`config.mk`:
```
export PLATFORM = sky130hd
export DESIGN_NAME = mux_arbitro_param
export DESIGN_NICKNAME = d
export VERILOG_FILES = /design/src/rtl/mux_pkg.sv /design/src/rtl/arbitro_rr.sv /design/src/rtl/mux_arbitro_param.sv
export SDC_FILE = /design/constraint.sdc
export NUM_CORES = 1
export LEC_CHECK = 0
export ABC_CLOCK_PERIOD_IN_PS = 9900
export CAP_MARGIN = 25
export CORE_MARGIN = 8
export CORE_UTILIZATION = 35
export CTS_CLUSTER_DIAMETER = 80
export DETAILED_ROUTE_END_ITERATION = 6
export PLACE_DENSITY_LB_ADDON = 0.1
export SETUP_SLACK_MARGIN = 0.2
export SLEW_MARGIN = 10
export SYNTH_ARGS = -nofsm -noshare
export SYNTH_HDL_FRONTEND = slang
export SYNTH_SLANG_ARGS = --single-unit
```
`constraint.sdc`:
```
create_clock -name clock -period 9.9 [get_ports clock]
set_input_delay 1.98 -clock clock [delete_from_list [all_inputs] [get_ports clock]]
set_output_delay 1.98 -clock clock [all_outputs]
set_load 0.03 [all_outputs]
```
`src/rtl/mux_pkg.sv`:
```
// Shared constants, output-stage state type and width helper for the
// parametrised request/accept selector.
package mux_pkg;

    localparam int unsigned MODO_FIXO  = 0;
    localparam int unsigned MODO_RR    = 1;
    localparam int unsigned MODO_CHAVE = 2;

    typedef enum logic [0:0] {
        StVazio,
        StCheio
    } estado_t;

    // Index width for n channels; never below one bit.
    function automatic int unsigned clog2(input int unsigned n);
        int unsigned r;
        r = 0;
        while ((32'd1 << r) < n) begin
            r = r + 1;
        end
        if (r < 1) begin
            r = 1;
        end
        return r;
    endfunction

endpackage

```
`src/rtl/arbitro_rr.sv`:
```
// Combinational rotating-priority arbiter: searches i_ptr, i_ptr+1, ... with an
// explicit wrap, so non-power-of-2 channel counts never yield an index >= N_ENTRADAS.
module arbitro_rr
    import mux_pkg::*;
#(
    parameter int unsigned N_ENTRADAS = 8,
    parameter int unsigned SEL_W      = clog2(N_ENTRADAS)
) (
    input  logic [N_ENTRADAS-1:0] i_req,
    input  logic [SEL_W-1:0]      i_ptr,
    output logic [N_ENTRADAS-1:0] o_grant,
    output logic [SEL_W-1:0]      o_g,
    output logic                  o_valido
);

    int unsigned w_pos;

    always_comb begin
        o_grant  = '0;
        o_g      = '0;
        o_valido = 1'b0;
        w_pos    = 0;
        for (int unsigned k = 0; k < N_ENTRADAS; k++) begin
            w_pos = 32'(i_ptr) + k;
            if (w_pos >= N_ENTRADAS) begin
                w_pos = w_pos - N_ENTRADAS;
            end
            if (!o_valido && i_req[w_pos[SEL_W-1:0]]) begin
                o_valido                   = 1'b1;
                o_grant[w_pos[SEL_W-1:0]]  = 1'b1;
                o_g                        = w_pos[SEL_W-1:0];
            end
        end
    end

endmodule

```
`src/rtl/mux_arbitro_param.sv`:
```
// Registered N-input selector: per-channel req/aceito handshake in front of a
// one-word valid/ready output stage, with fixed, round-robin or key selection.
module mux_arbitro_param
    import mux_pkg::*;
#(
    parameter  int unsigned LARGURA    = 5,
    parameter  int unsigned N_ENTRADAS = 8,
    parameter  int unsigned MODO       = 1,
    localparam int unsigned SEL_W      = clog2(N_ENTRADAS)
) (
    input  logic                          clock,
    input  logic                          reset,
    input  logic [N_ENTRADAS*LARGURA-1:0] entradas,
    input  logic [N_ENTRADAS-1:0]         req,
    input  logic [SEL_W-1:0]              key,
    output logic [N_ENTRADAS-1:0]         aceito,
    output logic [LARGURA-1:0]            saida,
    output logic [SEL_W-1:0]              canal,
    output logic                          saida_valida,
    input  logic                          saida_pronta
);

    estado_t r_estado, w_estado_prox;

    logic [SEL_W-1:0]      r_ptr;
    logic [LARGURA-1:0]    r_saida;
    logic [SEL_W-1:0]      r_canal;

    logic [SEL_W-1:0]      w_ptr_base;
    logic [N_ENTRADAS-1:0] w_grant_arb, w_grant_key, w_grant;
    logic [SEL_W-1:0]      w_g_arb, w_g_key, w_g;
    logic                  w_ok_arb, w_ok_key, w_ok;
    logic                  w_livre, w_carga;
    logic [LARGURA-1:0]    w_dado;

    assign saida_valida = (r_estado == StCheio);
    assign saida        = r_saida;
    assign canal        = r_canal;

    // Stage can take a new word when empty or when the current one drains this edge.
    assign w_livre = !saida_valida || saida_pronta;

    // Key decode by comparison against each channel, so out-of-range keys never match.
    always_comb begin
        w_grant_key = '0;
        w_g_key     = '0;
        w_ok_key    = 1'b0;
        for (int unsigned i = 0; i < N_ENTRADAS; i++) begin
            if (32'(key) == i && req[i]) begin
                w_grant_key[i] = 1'b1;
                w_g_key        = key;
                w_ok_key       = 1'b1;
            end
        end
    end

    assign w_ptr_base = (MODO == MODO_RR) ? r_ptr : '0;

    if (MODO != MODO_CHAVE) begin : g_arbitro
        arbitro_rr #(
            .N_ENTRADAS (N_ENTRADAS),
            .SEL_W      (SEL_W)
        ) u_arbitro (
            .i_req    (req),
            .i_ptr    (w_ptr_base),
            .o_grant  (w_grant_arb),
            .o_g      (w_g_arb),
            .o_valido (w_ok_arb)
        );
    end else begin : g_sem_arbitro
        assign w_grant_arb = '0;
        assign w_g_arb     = '0;
        assign w_ok_arb    = 1'b0;
    end

    assign w_grant = (MODO == MODO_CHAVE) ? w_grant_key : w_grant_arb;
    assign w_g     = (MODO == MODO_CHAVE) ? w_g_key     : w_g_arb;
    assign w_ok    = (MODO == MODO_CHAVE) ? w_ok_key    : w_ok_arb;

    assign w_carga = !reset && w_livre && w_ok;
    assign aceito  = w_carga ? w_grant : '0;

    always_comb begin
        w_dado = '0;
        for (int unsigned i = 0; i < N_ENTRADAS; i++) begin
            if (32'(w_g) == i) begin
                w_dado = entradas[i*LARGURA +: LARGURA];
            end
        end
    end

    always_ff @(posedge clock) begin
        if (reset) begin
            r_estado <= StVazio;
        end else begin
            r_estado <= w_estado_prox;
        end
    end

    always_comb begin
        w_estado_prox = r_estado;
        unique case (r_estado)
            StVazio: begin
                if (w_carga) begin
                    w_estado_prox = StCheio;
                end
            end
            StCheio: begin
                if (saida_pronta && !w_carga) begin
                    w_estado_prox = StVazio;
                end
            end
            default: w_estado_prox = StVazio;
        endcase
    end

    always_ff @(posedge clock) begin
        if (reset) begin
            r_saida <= '0;
            r_canal <= '0;
            r_ptr   <= '0;
        end else if (w_carga) begin
            r_saida <= w_dado;
            r_canal <= w_g;
            if (MODO == MODO_RR) begin
                r_ptr <= (32'(w_g) == N_ENTRADAS - 1) ? '0 : w_g + 1'b1;
            end
        end
    end

    a_aceito_onehot: assert property (@(posedge clock) $onehot0(aceito));

    a_stall_estavel: assert property (@(posedge clock) disable iff (reset)
        saida_valida && !saida_pronta |=> $stable(saida) && $stable(canal));

endmodule

```
## Word-level counts from Yosys, hierarchy flattened

Cells that the tools add are included.

- Add/sub/neg operators: 16
- Order comparisons: 24
- Eq/ne operators: 7
- Mux-type cells: 77
- Bitwise gates (word level): 8
- Reduce and logical (&&, ||, !) cells: 30

Operators with widths:

| cell | count |
|---|---|
| $mux 8 | 9 |
| $or 8x8->8 | 7 |
| $mux 3 | 17 |
| $mux 5 | 8 |
| $lt 3x4->1 const B | 8 |
| $ge 4x4->1 const B | 7 |
| $mux 1 | 26 |
| $bmux 1 s3 | 8 |
| $demux 1 s3 | 8 |
| $ge 3x1->1 const B | 8 |
| $sub 3x1->3 const B | 8 |
| $logic_and 1x1->1 | 18 |
| $add 3x3->4 const B | 4 |
| $eq 3x3->1 const B | 4 |
| $logic_not 1->1 | 10 |
| $add 3x2->4 const B | 2 |
| $eq 3x2->1 const B | 2 |
| $add 3x1->4 const B | 1 |
| $ge 3x4->1 const B | 1 |
| $add 3x1->3 const B | 1 |
| $eq 3x1->1 const B | 1 |
| $logic_not 3->1 | 1 |
| $pmux 1 s2 | 1 |
| $logic_or 1x1->1 | 1 |
| $not 1->1 | 1 |

- Flip-flop bits (word level): 12
- Input bits: 54
- Output and inout port bits: 17
- Logic and storage cells: 166

## Longest topological paths before layout

Gate-level depths: netlist of run 1.

- Depth in word-level cells: 35
- Gate-level depth with buffers: 23
- Depth with buffers taken out: 17

## Cells and area by module

Synthesis of run 1 repeated with hierarchy kept, for this count alone.

- Cell total of the unflattened synthesis: 275
- Area, all modules: 2237.1 sq um

Modules (own cells, without submodules):

| module | times used | cells each | area each (sq um) | seq. area each (sq um) |
|---|---|---|---|---|
| arbitro_rr | 1 | 139 | 1272.5 | 0.0 |
| mux_arbitro_param | 1 | 136 | 964.7 | 240.2 |

## Worst setup path before layout of run 1

Ideal clock, no wire load.

- Kind: in2out
- Start: input req[2]
- End: output aceito[6]
- Data arrival time: 4.321 ns
- Path slack: 3.599 ns
- Stages on the path: 8
- Path through: mux4_2 mux2i_1 a32oi_1 buf_2 nor3_2 a222oi_1 a21boi_0 a211oi_1

- Longest elaborated chain between the ends: 26
- Elaborated cells on any way between the ends: 55
- Classes of those cells: mux (33); bitwise (7); reduce/logical (15)

Ends and longest elaborated chain:

| item | line | text |
|---|---|---|
| start: declaration | mux_arbitro_param.sv:14 | `input logic [N_ENTRADAS-1:0] req,` |
| $bmux 1 s3 | arbitro_rr.sv:28 | `if (!o_valido && i_req[w_pos[SEL_W-1:0]]) begin` |
| $mux 1 (not written as such) | arbitro_rr.sv:28 |  |
| $mux 1 | arbitro_rr.sv:28 |  |
| $logic_not 1->1 | arbitro_rr.sv:28 |  |
| $logic_and 1x1->1 | arbitro_rr.sv:28 |  |
| $mux 1 | arbitro_rr.sv:28 |  |
| $logic_not 1->1 | arbitro_rr.sv:28 |  |
| $logic_and 1x1->1 | arbitro_rr.sv:28 |  |
| [10 not listed] | - |  |
| $logic_not 1->1 | arbitro_rr.sv:28 |  |
| $logic_and 1x1->1 | arbitro_rr.sv:28 |  |
| $mux 1 | arbitro_rr.sv:28 |  |
| $logic_not 1->1 | arbitro_rr.sv:28 |  |
| $logic_and 1x1->1 | arbitro_rr.sv:28 |  |
| $mux 1 | arbitro_rr.sv:28 |  |
| $logic_and 1x1->1 | mux_arbitro_param.sv:80 | `assign w_carga = !reset && w_livre && w_ok;` |
| $mux 8 (*) | mux_arbitro_param.sv:81 | `assign aceito = w_carga ? w_grant : '0;` |
| end: declaration | mux_arbitro_param.sv:16 | `output logic [N_ENTRADAS-1:0] aceito,` |

Mark *: on every way between the ends. The rest lies on a longest branch, timed or not. The select of a mux whose other input is x is not followed.

## Final worst setup path of run 1

- Start: input req[4]
- End: output aceito[6]

The elaborated chain is that of the path after synthesis.

==> results of run 1 <==
-- logic make-up (layout without fill, tap and decap cells) --
family          after synthesis  count (layout)  synth area share
compound gates               95              95             0.295
fa+ha+maj                    12              12            0.0664
flops                        12              12             0.106
xor+xnor                      4               4            0.0155
buf+inv                      37              90            0.0725
mux                          42              42             0.288
simple gates                 70              70             0.156
-- worst max-delay path: cells and delay by family --
family | cells | cell delay (ps)
mux | 2 | 730
simple gates | 1 | 500
compound gates | 3 | 600
buf+inv | 3 | 1520
-- state kept, by name (all words and copies together) (netlist names) --
register,count
canal,3
r_ptr,3
saida,5
saida_valida,1
-- cell type report --
type	instances	share of cell area
Clock buffer	4	0.0183
Inverter	16	0.0216
Timing Repair Buffer	70	0.231
Sequential cell	12	0.0799
Tap cell	77	0.0321
Multi-Input combinational cell	223	0.617
-- power breakdown --
group          switching (W)  internal (W)
Clock              0.0000190     0.0000352
Sequential         0.0000298     0.0000688
Combinational       0.000666      0.000453
-- synth_stat cells, types with 2 or more instances --
cell	count	area (um^2)
mux2_2	7	78.8
nor2b_1	3	18.8
nor4_1	2	12.5
inv_2	2	7.51
buf_2	9	45.0
o22ai_1	6	37.5
ha_1	12	150
nand3_1	9	45.0
a32o_1	2	20.0
o32ai_1	3	26.3
mux4_2	15	338
inv_1	13	48.8
nand2_1	21	78.8
a21boi_0	4	30.0
dfxtp_1	12	240
a211oi_1	3	22.5
a22o_1	2	17.5
xnor2_1	2	17.5
a222oi_1	4	40.0
a22oi_1	7	52.6
a2bb2oi_1	2	17.5
a221oi_1	2	17.5
o21ai_0	14	70.1
and3_1	2	12.5
xor2_1	2	17.5
o21ai_1	4	20.0
mux2i_1	17	170
a31oi_1	7	43.8
a21oi_1	19	95.1
nand4_1	3	18.8
mux4_1	2	52.6
o31ai_1	3	22.5
nor2_1	18	67.6
a32oi_1	3	26.3
clkbuf_1	10	37.5
-- how the worst max path moves through the flow --
stage	depth (start not counted)	slack (ps)	to	start
2_1_floorplan	8	3600	aceito[6]	req[2]
3_3_place_gp	9	2620	aceito[7]	req[5]
3_5_place_dp	9	2600	aceito[6]	req[4]
4_1_cts	9	2570	aceito[6]	req[4]
5_1_grt	9	2340	aceito[7]	req[7]
6_report	9	2590	aceito[6]	req[4]
-- per-layer routing --
| layer | vias up | part of all wire |
|---|---|---|
| met1 | 1106 | 0.48 |
| met3 | 9 | 0.052 |
| met5 | - | 0 |
| met2 | 62 | 0.46 |
| li1 | 1178 | - |
| met4 | 0 | 0.013 |
-- through the flow --
| step | worst slack, ps | util | total power [W] |
|---|---|---|---|
| finish | 2590 | 0.476 | 0.00127 |
| global route | 2340 | 0.476 | 0.00140 |
| CTS | 2570 | 0.476 | 0.00127 |
| detailed placement | 2600 | 0.467 | 0.00121 |
| global placement | 2620 | 0.467 | 0.00120 |
| floorplan | 3600 | - | 0.000950 |
==> summary.txt, run 1 <==
Critical Path End Type: output port
DP HPWL: 5540 um
Synth Instances: 272
Root Driver: clkbuf_8
Cell Area, Placed: 2950 um^2
Final Slew Violations: 0
mean post-synth cell area: 8.31 um^2
clock buffer count from CTS: 3
CP Max Fanout: 11
setup bufs post-CTS: 0
met1 GRT Util: 0.219
Netlist cell types: 61
antenna violations before repair: 0
dpl cells: 398
pin count of the biggest net entering global routing: 25
Rel. slew slack: 0.446
RR Startpoint: r_ptr[1]
RePlAce Congestion: 0.866
DR vias/cell: 5.86
register area: 240 um^2
Avg WL per Cell: 17.4 um
Layout Cell Area excl Fill: 3010 um^2
hold path start: canal[1]
post-synthesis register bit count: 12
Hold Path Cell Cnt: 2
core area: 6310 um^2
All-Layer GR Usage: 0.156
Hold Worst Slack: 457 ps
initial core utilization: 0.358
Worst-path clk slew: 50 ps
startpoint types: input pin
worst slew pin tran: 830 ps
Tcrit/Tclk final: 0.738
Slowest cell on crit path: clkdlybuf4s50_1
R2R Path End: saida[0]
Syn Nets: 338
Max Cap Viol: 0
Slowest Stage Delay on Critical Path: 710 ps
Hold Crit Class: reg2reg
Setup TNS: 0 ps
Post-CTS Hold Buffers: 0
Max Root-Sink Buffers: 2
Final Hold Viols: 0
TritonCTS clock tree: built
met3 usage: 0.0148
Vias: 2355
DR DRC count: 0
sequential-to-total area share from yosys stat: 0.106
post-cts resize count: 0
total wire length: 7000 um
crit path kind: in2out
Rows: 29
CTS Sinks: 12
vias in the first global route: 2314
die footprint: 9280 um^2
I/O pins: 71
met2 Resource Use GR: 0.250
setup violators final: 0
area of the multi-input gates: 1860 um^2
RSZ-0062 raised after global routing: false
first-pass GRT wire length: 11600 um
Async SR Flop Fraction: 0
arrival time worst endpoint: 5330 ps
Fmax: 137 MHz
grt total ovfl: 0
Final Instance Count excl. Fillers: 402
Iteration-0 DRC Markers: 130
total number of yosys warnings: 0
Layout area overhead: 33.0%
post-route ant nets: 0
DIE WIDTH: 96.4 um
Clock Latency Late Sink: 250 ps
Final min period: 7310 ps
Post-synth top flop: dfxtp_1
share of layout cells above drive strength 1: 0.123
hold worst-path end: canal[1]
nets: 392
most frequent cells in the layout: clkdlybuf4s50_1 (67), nand2_1 (21), a21oi_1 (19), nor2_1 (18), mux2i_1 (17)
Critical Path, Cell by Cell: clkdlybuf4s50_1 -> mux4_2 -> mux2i_1 -> a32oi_1 -> buf_4 -> nor4_2 -> a21boi_0 -> a211oi_1 -> clkdlybuf4s50_1
CP required: 7920 ps
leakage power: 1.09 nW
CP dominant cell by count: clkdlybuf4s50_1
most common cell after layout, fill and taps aside: clkdlybuf4s50_1
Peak supply drop: 0.182 mV
die height: 96.4 um
Post-synth EDFFs: 0
Pwr per Cell Area: 423 nW/um^2
diode count: 0
GRT Max-Usage Layer: met2
clk_skew: 5.70 ps
synthesized cell area: 2260 um^2
fillers: 640
r2r setup slk: 4000 ps
status: finished, final reports clean
Register-to-Register Path Depth: 18
Port Buffers: 67
drt pass-1 iters: 4
H-tree lvl count: 1
Power figures use the tool's default switching activity.
==> inputs of run 2 (changes only) <==
--- a/config.mk
+++ b/config.mk
@@ -5,7 +5,7 @@
 export SDC_FILE = /design/constraint.sdc
 export NUM_CORES = 1
 export LEC_CHECK = 0
-export ABC_CLOCK_PERIOD_IN_PS = 9900
+export ABC_CLOCK_PERIOD_IN_PS = 6450
 export CAP_MARGIN = 25
 export CORE_MARGIN = 8
 export CORE_UTILIZATION = 35
==> constraint.sdc (replaced) <==
create_clock -name clock -period 6.45 [get_ports clock]
set_input_delay 1.29 -clock clock [delete_from_list [all_inputs] [get_ports clock]]
set_output_delay 1.29 -clock clock [all_outputs]
set_load 0.03 [all_outputs]
==> summary.txt, run 2 (synthesis results as in run 1) <==
diode count: 0 (unchanged)
most frequent cells in the layout: clkdlybuf4s50_1 (66), nand2_1 (21), a21oi_1 (19), nor2_1 (18), mux2i_1 (17)
post-layout util: 0.482 (+0.00575)
DP HPWL: 5650 um (+2.0%)
H-tree lvl count: 1 (unchanged)
Hold Worst Slack: 458 ps (+0.937 ps)
arrival time worst endpoint: 4660 ps (-670 ps)
Pwr per Cell Area: 651 nW/um^2 (+54%)
grt total ovfl: 0 (unchanged)
worst slew pin tran: 698 ps (-132 ps)
Iteration-0 DRC Markers: 131 (+0.77%)
RePlAce Congestion: 0.910 (+5.0%)
CP required: 5160 ps (-2760 ps)
RR Startpoint: r_ptr[2]
TritonCTS clock tree: built
clk_skew: 2.59 ps (-3.11 ps)
Final Slew Violations: 0 (unchanged)
most common cell after layout, fill and taps aside: clkdlybuf4s50_1
Fmax: 168 MHz
crit path kind: in2out
Max Root-Sink Buffers: 2 (unchanged)
DIE WIDTH: 96.4 um (unchanged)
worst setup margin: 502 ps (-2090 ps)
Port Buffers: 67 (unchanged)
Rows: 29 (unchanged)
Rel. slew slack: 0.534 (+0.0883)
DP Worst Slack: 440 ps (-2160 ps)
CP Max Fanout: 9 (-2)
leakage power: 1.12 nW (+2.0%)
Max Cap Viol: 0 (unchanged)
Avg WL per Cell: 17.3 um (-0.94%)
drt pass-1 iters: 4 (unchanged)
Cell Area, Placed: 2970 um^2 (+0.68%)
I/O pins: 71 (unchanged)
share of layout cells above drive strength 1: 0.137 (+0.0141)
Hold Crit Class: reg2reg
Worst-path clk slew: 60 ps (about the same)
core area: 6310 um^2 (unchanged)
pin count of the biggest net entering global routing: 25 (unchanged)
max reg flops: 5 (unchanged)
status: finished, final reports clean
hold path start: canal[1]
setup violators final: 0 (unchanged)
CP dominant cell by count: clkdlybuf4s50_1
clock buffer count from CTS: 3 (unchanged)
Vias: 2384 (+1.2%)
R2R Path End: saida[2]
DR vias/cell: 5.89 (+0.48%)
All-Layer GR Usage: 0.154 (-0.00185)
Final min period: 5950 ps
RSZ-0062 raised after global routing: false
nets: 395 (+0.77%)
Hold Path Cell Cnt: 2 (unchanged)
Root Driver: clkbuf_8
Tcrit/Tclk final: 0.922
r2r setup slk: 1490 ps (-2510 ps)
Critical Path, Cell by Cell: clkdlybuf4s50_1 -> mux4_2 -> mux2i_1 -> a32oi_2 -> nor3_2 -> a222oi_1 -> a21boi_0 -> a211oi_1 -> clkdlybuf4s50_1
startpoint types: input pin
Clock Latency Late Sink: 240 ps (about the same)
Slowest cell on crit path: clkdlybuf4s50_1
Register-to-Register Path Depth: 15 (-3)
antenna violations before repair: 0 (unchanged)
die footprint: 9280 um^2 (unchanged)
Setup TNS: 0 ps (unchanged)
total wire length: 6990 um (-0.20%)
CTS Sinks: 12 (unchanged)
Layout Cell Area excl Fill: 3040 um^2 (+1.2%)
initial core utilization: 0.358 (unchanged)
Critical Path End Type: output port
first-pass GRT wire length: 11600 um (about the same)
hold worst-path end: canal[1]
Final Hold Viols: 0 (unchanged)
Peak supply drop: 0.326 mV (+79%)
Layout area overhead: 34.6%
die height: 96.4 um (unchanged)
post-route ant nets: 0 (unchanged)
vias in the first global route: 2427 (+4.9%)
Crit. Startpoint: req[5]
Slowest Stage Delay on Critical Path: 710 ps (about the same)
DR DRC count: 0 (unchanged)
## run 2: cell count changes in the layout (fill, tap and decap cells not counted)
| cell | before | now |
|---|---|---|
| buf_4 | 3 | 7 |
| a32oi_2 | 0 | 1 |
| nor4_2 | 1 | 0 |
| clkdlybuf4s50_1 | 67 | 66 |
| a32oi_1 | 3 | 2 |
| nor4_4 | 0 | 1 |
## run 2: metal layers
| layer | vias to the layer above | GRT usage | routed length, um |
|---|---|---|---|
| li1 | 1185 | - | - |
| met1 | 1130 | 0.209 | 3290 |
| met2 | 61 | 0.257 | 3230 |
| met3 | 8 | 0.0117 | 387 |
| met4 | 0 | 0.0391 | 90 |
| met5 | - | 0 | 0 |
## run 2: area by class of cell
cell class	instances	area, um^2
tap	77	96.3
fill	616	3270
multi-input combinational	223	1870
clock buffer	4	55.1
sequential	12	240
timing repair buffer	73	713
inverter	16	65.1
## run 2: how the worst max path moves through the flow
stage	endpoint	slack (ps)	cells past startpoint
after floorplan	aceito[6]	1390	14
after global placement	aceito[7]	470	8
after detailed placement	aceito[6]	440	8
after CTS	aceito[6]	420	8
after global routing	aceito[6]	220	9
final	aceito[6]	500	9
## run 2: through the flow
step           power, W  cells
4_1_cts         0.00197    405
6_report        0.00198    405
3_5_place_dp    0.00188    401
2_1_floorplan   0.00146    272
5_1_grt         0.00218    405
3_3_place_gp    0.00187    401
## run 2: repair_timing
action,4_1_cts,5_1_grt
hold buffers,0,0
gates resized for setup,0,2
buffers inserted,0,0
endpoints found under the setup margin,0,2
## run 2: worst max-delay path: cells and delay by family
| kind | cells | cell delay, ps |
|---|---|---|
| AND/OR/NAND/NOR | 1 | 460 |
| buffers and inverters | 2 | 1270 |
| multiplexers | 2 | 750 |
| AO/OA/AOI/OAI | 4 | 870 |
## run 2: power breakdown
part | internal (W) | switching, W
clock network | 0.0000539 | 0.0000280
registers | 0.000106 | 0.0000289
logic | 0.000718 | 0.00105
total | 0.000877 | 0.00110
==> inputs of run 3 (changes only) <==
--- a/config.mk
+++ b/config.mk
@@ -5,9 +5,8 @@
 export SDC_FILE = /design/constraint.sdc
 export NUM_CORES = 1
 export LEC_CHECK = 0
-export ABC_CLOCK_PERIOD_IN_PS = 6450
 export CAP_MARGIN = 25
-export CORE_MARGIN = 8
+export CORE_MARGIN = 5
 export CORE_UTILIZATION = 35
 export CTS_CLUSTER_DIAMETER = 80
 export DETAILED_ROUTE_END_ITERATION = 6
==> constraint.sdc (replaced) <==
create_clock -name clock -period 6.6 [get_ports clock]
set_input_delay 1.32 -clock clock [delete_from_list [all_inputs] [get_ports clock]]
set_output_delay 1.32 -clock clock [all_outputs]
set_load 0.03 [all_outputs]
==> summary.txt, run 3 (synthesis results as in run 1) <==
Final Hold Viols: 0 (unchanged)
Clock Latency Late Sink: 240 ps (about the same)
I/O pins: 71 (unchanged)
DP Worst Slack: 511 ps (+70.1 ps)
Hold Path Cell Cnt: 2 (unchanged)
clk_skew: 2.82 ps (+0.231 ps)
diode count: 0 (unchanged)
max reg flops: 5 (unchanged)
Hold Worst Slack: 457 ps (-1.03 ps)
RePlAce Congestion: 0.860 (-5.4%)
Final Slew Violations: 0 (unchanged)
grt total ovfl: 0 (unchanged)
H-tree lvl count: 1 (unchanged)
status: finished, final reports clean
DR DRC count: 0 (unchanged)
post-route ant nets: 0 (unchanged)
initial core utilization: 0.358 (unchanged)
Tcrit/Tclk final: 0.933
Post-CTS Hold Buffers: 0 (unchanged)
fillers: 644 (+4.5%)
Hold Crit Class: reg2reg
clock buffer count from CTS: 3 (unchanged)
Max Cap Viol: 0 (unchanged)
setup bufs post-CTS: 0 (unchanged)
drt pass-1 iters: 4 (unchanged)
Register-to-Register Path Depth: 17 (+2)
DP HPWL: 5270 um (-6.7%)
Layout area overhead: 34.0%
Root Driver: clkbuf_8
Port Buffers: 67 (unchanged)
DR vias/cell: 5.75 (-2.3%)
Rows: 29 (unchanged)
Final min period: 6160 ps
Max Root-Sink Buffers: 2 (unchanged)
worst slew pin tran: 830 ps (+132 ps)
die footprint: 8160 um^2 (-12%)
Fmax: 162 MHz
total wire length: 6580 um (-5.9%)
TritonCTS clock tree: built
leakage power: 1.11 nW (-0.59%)
vias in the first global route: 2097 (-14%)
DIE WIDTH: 90.4 um (-6.2%)
first-pass GRT wire length: 10500 um (-9.5%)
startpoint types: input pin
Avg WL per Cell: 16.2 um (-5.9%)
CP required: 5280 ps (+120 ps)
RSZ-0062 raised after global routing: false
most frequent cells in the layout: clkdlybuf4s50_1 (67), nand2_1 (21), a21oi_1 (19), nor2_1 (18), mux2i_1 (17)
most common cell after layout, fill and taps aside: clkdlybuf4s50_1
die height: 90.4 um (-6.2%)
share of layout cells above drive strength 1: 0.131 (-0.00610)
core area: 6310 um^2 (unchanged)
Setup TNS: 0 ps (unchanged)
pin count of the biggest net entering global routing: 25 (unchanged)
Iteration-0 DRC Markers: 135 (+3.1%)
worst setup margin: 442 ps (-59.5 ps)
nets: 395 (unchanged)
CTS Sinks: 12 (unchanged)
arrival time worst endpoint: 4840 ps (+180 ps)
antenna violations before repair: 0 (unchanged)
Critical Path End Type: output port
CP Max Fanout: 8 (-1)
All-Layer GR Usage: 0.151 (-0.00260)
crit path kind: in2out
Vias: 2329 (-2.3%)
post-cts resize count: 0 (unchanged)
Worst-path clk slew: 50 ps (about the same)
Rel. slew slack: 0.447 (-0.0871)
Peak supply drop: 0.220 mV (-33%)
setup violators final: 0 (unchanged)
Pwr per Cell Area: 634 nW/um^2 (-2.6%)
## run 3: worst max-delay path, stage by stage
cell,delay [ps]
clkdlybuf4s50_1,540
mux4_2,520
mux2i_1,260
a32oi_1,360
nor4_2,630
a21boi_0,230
a211oi_1,280
clkdlybuf4s50_1,710
## run 3: power by group
part,internal [W],switching [W]
Clock,0.0000526,0.0000260
Sequential,0.000103,0.0000274
Combinational,0.000698,0.00101
## run 3: through the flow
stage                     utilization  std cells  cell area, um^2  total power, W
final                           0.480        405             3030         0.00192
after detailed placement        0.471        401             2970         0.00183
after CTS                       0.480        405             3030         0.00192
after global routing            0.480        405             3030         0.00211
after global placement          0.471        401             2970         0.00183
after floorplan                     -        272             2260         0.00143
## run 3: final cells by class
class / count / area (um^2) / share of cell area
Multi-Input combinational cell: 223 / 1860 / 0.613
Timing Repair Buffer: 73 / 716 / 0.236
Sequential cell: 12 / 240 / 0.0793
Tap cell: 77 / 96.3 / 0.0318
Inverter: 16 / 65.1 / 0.0215
Clock buffer: 4 / 55.1 / 0.0182
## run 3: per-layer routing
metal	global-route usage	routed length (um)	share of wire
met5	0	0	0
met4	0.0223	17	0.0026
met3	0.0117	264	0.040
met2	0.243	3040	0.46
met1	0.225	3260	0.50
## run 3: final timing paths
| path | slack (ps) | endpoint | start |
|---|---|---|---|
| worst min-delay path | 460 | canal[1] | canal[1] |
| worst max register to register | 1350 | saida[3] | r_ptr[0] |
| worst min register to register | 460 | canal[1] | canal[1] |
| worst max-delay path | 440 | aceito[6] | req[2] |
